### src/rtl/switch_reader.sv
// ---------------------------------------------------------------------------
// switch_reader
//
// Memory-mapped input peripheral returning board switch and push-button
// state to the CPU on an IO load. Raw pins are synchronised (two flops),
// debounced per group (switches, buttons), and button presses are latched
// in sticky bits until software reads the button word.
//
// All flops update on the falling edge of clk so that read_data is stable
// for the CPU's following rising-edge writeback.
//
// Ports
//   clk         system clock (state updates on negedge)
//   rst         synchronous active-low reset, sampled on negedge clk
//   SwitchCtrl  IO read select from the memory/IO decoder
//   addr_sel    0: switch word, 1: button word
//   switch_in   raw asynchronous switch pins   [SW_WIDTH-1:0]
//   button_in   raw asynchronous button pins   [BTN_WIDTH-1:0], active-high
//   read_data   32-bit word returned to the CPU; holds between reads
//   btn_irq     (only with SWITCH_READER_IRQ_EN) OR of the sticky bits
//
// Word layout
//   addr_sel=0: {zero pad, debounced switches[SW_WIDTH-1:0]}
//   addr_sel=1: {zero pad, debounced buttons at [BTN_WIDTH+15:16],
//                sticky presses at [BTN_WIDTH-1:0]}
//
// Legal configurations: SW_WIDTH <= 32, BTN_WIDTH <= 16,
// DEBOUNCE_CYCLES >= 2.
//
// Optional feature macro: SWITCH_READER_IRQ_EN adds the btn_irq output.
//
// Handshake: there is no valid/ready pair. A read is a single-cycle strobe:
// SwitchCtrl=1 at a falling edge loads read_data with the selected word
// (built from state before that edge); a button read also clears the
// sticky bits at that same edge. The CPU may sample read_data any time
// after that falling edge until the next read.
// ---------------------------------------------------------------------------
module switch_reader #(
  parameter int SW_WIDTH        = 16,
  parameter int BTN_WIDTH       = 5,
  parameter int DEBOUNCE_CYCLES = 20000
) (
  input  logic                 clk,
  input  logic                 rst,
  input  logic                 SwitchCtrl,
  input  logic                 addr_sel,
  input  logic [SW_WIDTH-1:0]  switch_in,
  input  logic [BTN_WIDTH-1:0] button_in,
  output logic [31:0]          read_data
`ifdef SWITCH_READER_IRQ_EN
  ,
  output logic                 btn_irq
`endif
);

  localparam int CW = $clog2(DEBOUNCE_CYCLES);
  localparam logic [CW-1:0] CNT_MAX = CW'(DEBOUNCE_CYCLES - 1);
  localparam logic [CW-1:0] CNT_ONE = CW'(1);

  // Synchroniser chains
  logic [SW_WIDTH-1:0]  sw_s1, sw_s2;
  logic [BTN_WIDTH-1:0] btn_s1, btn_s2;

  // Debounce state
  logic [SW_WIDTH-1:0]  sw_db, sw_db_next;
  logic [CW-1:0]        sw_cnt, sw_cnt_next;
  logic [BTN_WIDTH-1:0] btn_db, btn_db_next;
  logic [CW-1:0]        btn_cnt, btn_cnt_next;

  // Press latch and read path
  logic [BTN_WIDTH-1:0] sticky, sticky_next, btn_rise;
  logic                 btn_read;
  logic [31:0]          sw_word, btn_word, read_next;

  // Switch debounce: the counter only advances while the synced vector
  // differs from the debounced one; any return to equality clears it.
  always_comb begin
    sw_db_next  = sw_db;
    sw_cnt_next = '0;
    if (sw_s2 != sw_db) begin
      if (sw_cnt == CNT_MAX) begin
        sw_db_next = sw_s2;
      end else begin
        sw_cnt_next = sw_cnt + CNT_ONE;
      end
    end
  end

  // Button debounce, same scheme as the switches.
  always_comb begin
    btn_db_next  = btn_db;
    btn_cnt_next = '0;
    if (btn_s2 != btn_db) begin
      if (btn_cnt == CNT_MAX) begin
        btn_db_next = btn_s2;
      end else begin
        btn_cnt_next = btn_cnt + CNT_ONE;
      end
    end
  end

  // Press latch: a debounced 0->1 edge sets the bit at the same edge the
  // debounced value loads. The set is OR-ed after the read clear so a
  // press coinciding with a button read is kept for the next read.
  always_comb begin
    btn_read    = SwitchCtrl & addr_sel;
    btn_rise    = btn_db_next & ~btn_db;
    sticky_next = (btn_read ? '0 : sticky) | btn_rise;
  end

  // Read words are built from the pre-edge state, so a read returns the
  // sticky bits as they were before its own clear.
  always_comb begin
    sw_word                       = '0;
    sw_word[SW_WIDTH-1:0]         = sw_db;
    btn_word                      = '0;
    btn_word[BTN_WIDTH+15:16]     = btn_db;
    btn_word[BTN_WIDTH-1:0]       = sticky;
    read_next                     = read_data;
    if (SwitchCtrl) begin
      read_next = addr_sel ? btn_word : sw_word;
    end
  end

  always_ff @(negedge clk) begin
    if (!rst) begin
      sw_s1     <= '0;
      sw_s2     <= '0;
      btn_s1    <= '0;
      btn_s2    <= '0;
      sw_db     <= '0;
      sw_cnt    <= '0;
      btn_db    <= '0;
      btn_cnt   <= '0;
      sticky    <= '0;
      read_data <= '0;
    end else begin
      sw_s1     <= switch_in;
      sw_s2     <= sw_s1;
      btn_s1    <= button_in;
      btn_s2    <= btn_s1;
      sw_db     <= sw_db_next;
      sw_cnt    <= sw_cnt_next;
      btn_db    <= btn_db_next;
      btn_cnt   <= btn_cnt_next;
      sticky    <= sticky_next;
      read_data <= read_next;
    end
  end

`ifdef SWITCH_READER_IRQ_EN
  // Level interrupt tracking the sticky bits as updated this edge.
  always_ff @(negedge clk) begin
    if (!rst) begin
      btn_irq <= 1'b0;
    end else begin
      btn_irq <= |sticky_next;
    end
  end
`endif

endmodule
### config.mk
export PLATFORM = sky130hd
export DESIGN_NAME = switch_reader
export DESIGN_NICKNAME = d
export VERILOG_FILES = /design/src/rtl/switch_reader.sv
export SDC_FILE = /design/constraint.sdc
export NUM_CORES = 1
export LEC_CHECK = 0
export CORE_UTILIZATION = 45
export CTS_CLUSTER_DIAMETER = 80
export DETAILED_ROUTE_END_ITERATION = 8
export PLACE_DENSITY_LB_ADDON = 0.08
export SETUP_SLACK_MARGIN = 0.15
export SYNTH_ARGS = -nofsm -noshare
export SYNTH_HDL_FRONTEND = slang
export SYNTH_SLANG_ARGS = --single-unit
### constraint.sdc
create_clock -name clk -period 1.9 [get_ports clk]
set_input_delay 0.475 -clock clk [delete_from_list [all_inputs] [get_ports clk]]
set_output_delay 0.475 -clock clk [all_outputs]
set_load 0.005 [all_outputs]
==> results.toml, run 1 <==
[floorplanning]
dieArea_um2 = 10700
start_util = 0.470
die_h_um = 104
dieWidth_um = 104
rows = 36
core_area_um2 = 9860
io_pins = 57

[power_and_ir_drop]
ir_worst_vdd_uv = 595
power_frac_comb = 0.042
switching_share = 0.314
seq_power_share = 0.374
switching_power_mw = 2.19
power_density_nw_per_um2 = 1060
p_leak_nw = 3.30
power.internal_mw = 4.77
power_frac_clock = 0.584

[timing]
finalSetupViolCount = 21
rsz0062_at_grt = "true"
setup_slack_ps = -458
final-hold-violation-count = 0
slew_viol_final = 0
skew_ps = 23.8
tns_ps = -9260

[yosys]
synthArstFlopShare = 0
yosys-top-cells-count = "119 x dfxtp_1, 62 x nand2_1, 52 x and2_1"
synth_edf_count = 0
yosys-top-cells-area = "dfxtp_1 51%, and2_1 7.0%, xor2_1 6.2%"
ys_seq_area_frac = 0.513
synthCells = 483
yosysMostFrequentCell = "dfxtp_1"
synth_warnings = 0
mappedNetlistArea_um2 = 4640
yosysTopAreaCellShare = 0.513
ys_seq_elements = 119
synth_cell_types = 35
synth_flop_cell = "dfxtp_1"
synth.avg_cell_area_um2 = 9.61
synth_area_leader_cell = "dfxtp_1"

[finish]
seq_area_um2 = 2410
syn2layout_area_growth_pct = 42.2
fillers = 811
multi_input_area_um2 = 2150
layout-drive-gt1-share = 0.197
antennaDiodeCount = 0
nNetsFinal = 700

[route]
antenna_left = 0
post_drt_wl_per_cell_um = 12.1
drc = 0
drtIter0Drc = 165
drt_wl_total_um = 9930
via_count = 3790
drt-pass1-iter-count = 4
viasPerCell = 4.63

[setup_path]
cp.depth = 1
crit_path_max_incr_delay_ps = 320
crit_arrival_ps = 1880
start_kind = "flip-flop"
cp_data_required_time_ps = 1420
endpoint_kind = "output pin"
slowest_stage = "dfxtp_2"
reg2regPathDepth = 6
crit_family = "flip-flops"
cp_max_fo = 2
cp_num_buf_inv = 1
critPathKind = "flip-flop to output pin"
crit_chain = "buf_6"

[status]
status = "finished with violations"
violations = "negative setup slack"

[clocking]
cts_made_buffers = 17
cts_tree = "done"
cts.clk_slew.worst_paths_ps = 50
cts.htree.levels = 4
insertion_delay_ps = 510
cts_buffer_depth = 2
clkSinkCount = 119
root_buffer = "clkbuf_8"

[min_path]
hp-class = "flip-flop to flip-flop"
holdPathStages = 1

[global_routing]
grt_max_degree = 36
antenna_found_initial = 0
grt_pass1_vias = 3845
grt_first_pass_wirelength_um = 16300
overflow = 0
grtUsageTotal = 0.189

[placement]
gp_congestion = 0.730
port_buffers = 45
hpwlAfterDp_um = 5420
dp_worst_setup_slack_ps = -739

[run]
maxCapViolations = 0
==> power groups by stage <==
stage	clock network (mW)	registers [mW]	logic, mW
6_report	4.06	2.61	0.293
5_1_grt	4.51	2.61	0.322
4_1_cts	4.20	2.61	0.288
3_5_place_dp	0.382	2.64	0.257
3_3_place_gp	0.382	2.64	0.253
2_1_floorplan	0.382	2.63	0.191
==> area by class of cell <==
class	count	share of cell area
Sequential cell	119	0.366
Multi-Input combinational cell	325	0.326
Timing Repair Buffer	77	0.119
Clock inverter	134	0.0933
Clock buffer	17	0.0628
Tap cell	133	0.0252
Inverter	14	0.00797
==> through the flow <==
| stage | instance area [µm²] | hold slack, ps | util | power, mW | instances |
|---|---|---|---|---|---|
| after floorplan | 4840 | 412 | - | 3.20 | 493 |
| after global placement | 5330 | 418 | 0.540 | 3.27 | 657 |
| after detailed placement | 5330 | 417 | 0.540 | 3.28 | 657 |
| after CTS | 6450 | 419 | 0.654 | 7.10 | 816 |
| after global routing | 6600 | 435 | 0.669 | 7.44 | 819 |
| final | 6600 | 417 | 0.669 | 6.96 | 819 |
==> kinds of logic (layout without fill, tap and decap cells) <==
family          Yosys count  in the layout  synth area share
mux                      26             26            0.0561
xor+xnor                 47             47            0.0887
buf+inv                  50            242            0.0547
fa+ha+maj                 2              2           0.00539
flops                   119            119             0.513
other cells               1             11          0.000808
simple gates            211            212             0.235
compound gates           27             27            0.0456
==> repair_timing <==
action / 4_1_cts / 5_1_grt
buffers inserted: 6 / 1
setup endpoints to repair: 51 / 50
hold buffers: 0 / 0
pin swaps: 1 / 3
gates resized for setup: 126 / 22
cloned: 3 / 2
==> layer usage <==
layer / part of all wire / GRT usage / wire length [µm]
met5: 0 / 0 / 0
met4: 0.015 / 0.138 / 146
met3: 0.048 / 0.0919 / 475
met2: 0.50 / 0.283 / 4970
met1: 0.44 / 0.208 / 4330
==> sequential cells by signal, summed over array words and instances (netlist names) <==
name	count
read_data	21
sw_db	16
sw_s1	16
sw_s2	16
btn_cnt	15
sw_cnt	15
btn_db	5
btn_s1	5
btn_s2	5
sticky	5
==> cells in the final DEF (no fill, tap or decap), types with 6 or more instances in the layout <==
| master | n |
|---|---|
| a21boi_1 | 7 |
| and2_1 | 52 |
| buf_2 | 13 |
| buf_4 | 22 |
| buf_6 | 9 |
| clkbuf_16 | 17 |
| clkdlybuf4s50_1 | 21 |
| conb_1 | 11 |
| dfxtp_1 | 96 |
| dfxtp_2 | 23 |
| inv_1 | 133 |
| mux2i_1 | 24 |
| nand2_1 | 55 |
| nand2_2 | 7 |
| nand2b_1 | 6 |
| nand3_1 | 15 |
| nand4_1 | 8 |
| nor2_1 | 34 |
| nor3_1 | 6 |
| o22ai_1 | 8 |
| xnor2_1 | 14 |
| xor2_1 | 33 |
==> worst register-to-register path, delay by kind of cell (launching register included) <==
kind | cells | cell delay, ps
buf+inv | 1 | 80
compound gates | 1 | 190
fa+ha+maj | 1 | 240
simple gates | 3 | 730
flops | 1 | 370
==> final timing paths <==
path | from | endpoint | slack, ps
setup / recovery | read_data[7] | read_data[7] | -460
setup reg to reg | btn_cnt[0] | sticky[2] | 220
hold reg to reg | sw_s1[0] | sw_s2[0] | 420
hold / removal | sw_s1[0] | sw_s2[0] | 420
(Power assumes the default switching activity.)
==> inputs of run 2 (changes only) <==
Clock period 1.9 ns to 2.64 ns, I/O delays scaled along.
==> results.toml, run 2 (synthesis results as in run 1) <==
[status]
status = "finished with violations"
violations = "negative setup slack"

[finish]
final_cell_mix = "133 x inv_1, 98 x dfxtp_1, 55 x nand2_1"
final_common_cell = "inv_1"
nNetsFinal = 689
final_cell_area_um2 = 6330
final_cells = 808
layout-drive-gt1-share = 0.166
post-route-util = 0.642
antennaDiodeCount = 0
largest_reg_flops = 21
top_register = "read_data"
fillers = 845
syn2layout_area_growth_pct = 36.5

[run]
maxCapViolations = 0

[setup_path]
endpoint_kind = "output pin"
crit_family = "flip-flops"
slowest_stage = "dfxtp_2"
cp_data_required_time_ps = 1980
crit_arrival_ps = 2240
critPathKind = "flip-flop to output pin"
start_kind = "flip-flop"
crit_path_start = "read_data[1]"
cp_max_fo = 2
crit_path_max_incr_delay_ps = 310
crit_chain = "buf_2"
timing.rr.start = "btn_cnt[0]"
cp_num_buf_inv = 1

[power_and_ir_drop]
power_density_nw_per_um2 = 807
power.total_mw = 5.11
p_leak_nw = 3.19
ir_worst_vdd_uv = 387

[min_path]
min-delay-start = "sw_s1[1]"
hp-class = "flip-flop to flip-flop"

[clocking]
cts_made_buffers = 17
root_buffer = "clkbuf_8"
clkSinkCount = 119
cts.htree.levels = 4
insertion_delay_ps = 500
cts_tree = "done"
hold_buffers = 0
cts_buffer_depth = 2
cts.clk_slew.worst_paths_ps = 40

[floorplanning]
core_area_um2 = 9860
die_h_um = 104
dieArea_um2 = 10700
start_util = 0.470
rows = 36
dieWidth_um = 104
io_pins = 57

[route]
drc = 0
drt_wl_total_um = 8820
drt-pass1-iter-count = 4
drtIter0Drc = 85
post_drt_wl_per_cell_um = 10.9
antenna_left = 0
viasPerCell = 4.50
via_count = 3640

[placement]
dp_cells = 652
placed_cell_area_um2 = 5290
hpwlAfterDp_um = 5310
gp_congestion = 0.748
dp_worst_setup_slack_ps = -541
port_buffers = 45

[timing]
finalSetupViolCount = 21
skew_ps = 22.1
setup_slack_ps = -260
slew_viol_final = 0
final-hold-violation-count = 0
rsz0062_at_grt = "true"

[global_routing]
overflow = 0
grt_pass1_vias = 3712
grtUsageTotal = 0.174
grt_max_degree = 73
grt_first_pass_wirelength_um = 15100
antenna_found_initial = 0
## run 2: final cells by class
class / instances / area [µm²] / share of cell area
inverter: 14 / 52.6 / 0.00830
multi-input combinational: 324 / 2060 / 0.325
sequential: 119 / 2410 / 0.380
timing repair buffer: 67 / 587 / 0.0927
tap: 133 / 166 / 0.0263
clock buffer: 17 / 414 / 0.0654
clock inverter: 134 / 644 / 0.102
## run 2: layer usage
metal  wire length [µm]  vias to the layer above  track usage
met4                 84                        0        0.113
met3                375                       10       0.0988
met5                  0                        -            0
li1                   -                     1906            -
met2               4080                       76        0.262
met1               4280                     1648        0.187
## run 2: power breakdown
group	internal, mW	switching (mW)
Sequential	1.85	0.0216
Clock	1.71	1.34
Combinational	0.0989	0.0844
## run 2: repair_timing
item | in CTS | in global routing
endpoints found under the setup margin | 47 | 23
resized for setup | 106 | 7
gates cloned | 0 | 0
setup buffers | 3 | 3
## run 2: path summary, 6_finish.rpt
path | slack (ps) | endpoint | cells past startpoint
max | -260 | read_data[1] | 1
min | 420 | sw_s2[1] | 1
max reg2reg | 760 | sticky[2] | 6
min reg2reg | 420 | sw_s2[1] | 1
## run 2: metrics by stage
stage / setup TNS [ps] / hold WS, ps
floorplan: 0 / 412
global placement: -19870 / 417
finish: -5210 / 421
detailed placement: -20870 / 418
global route: -6040 / 427
CTS: -5790 / 425
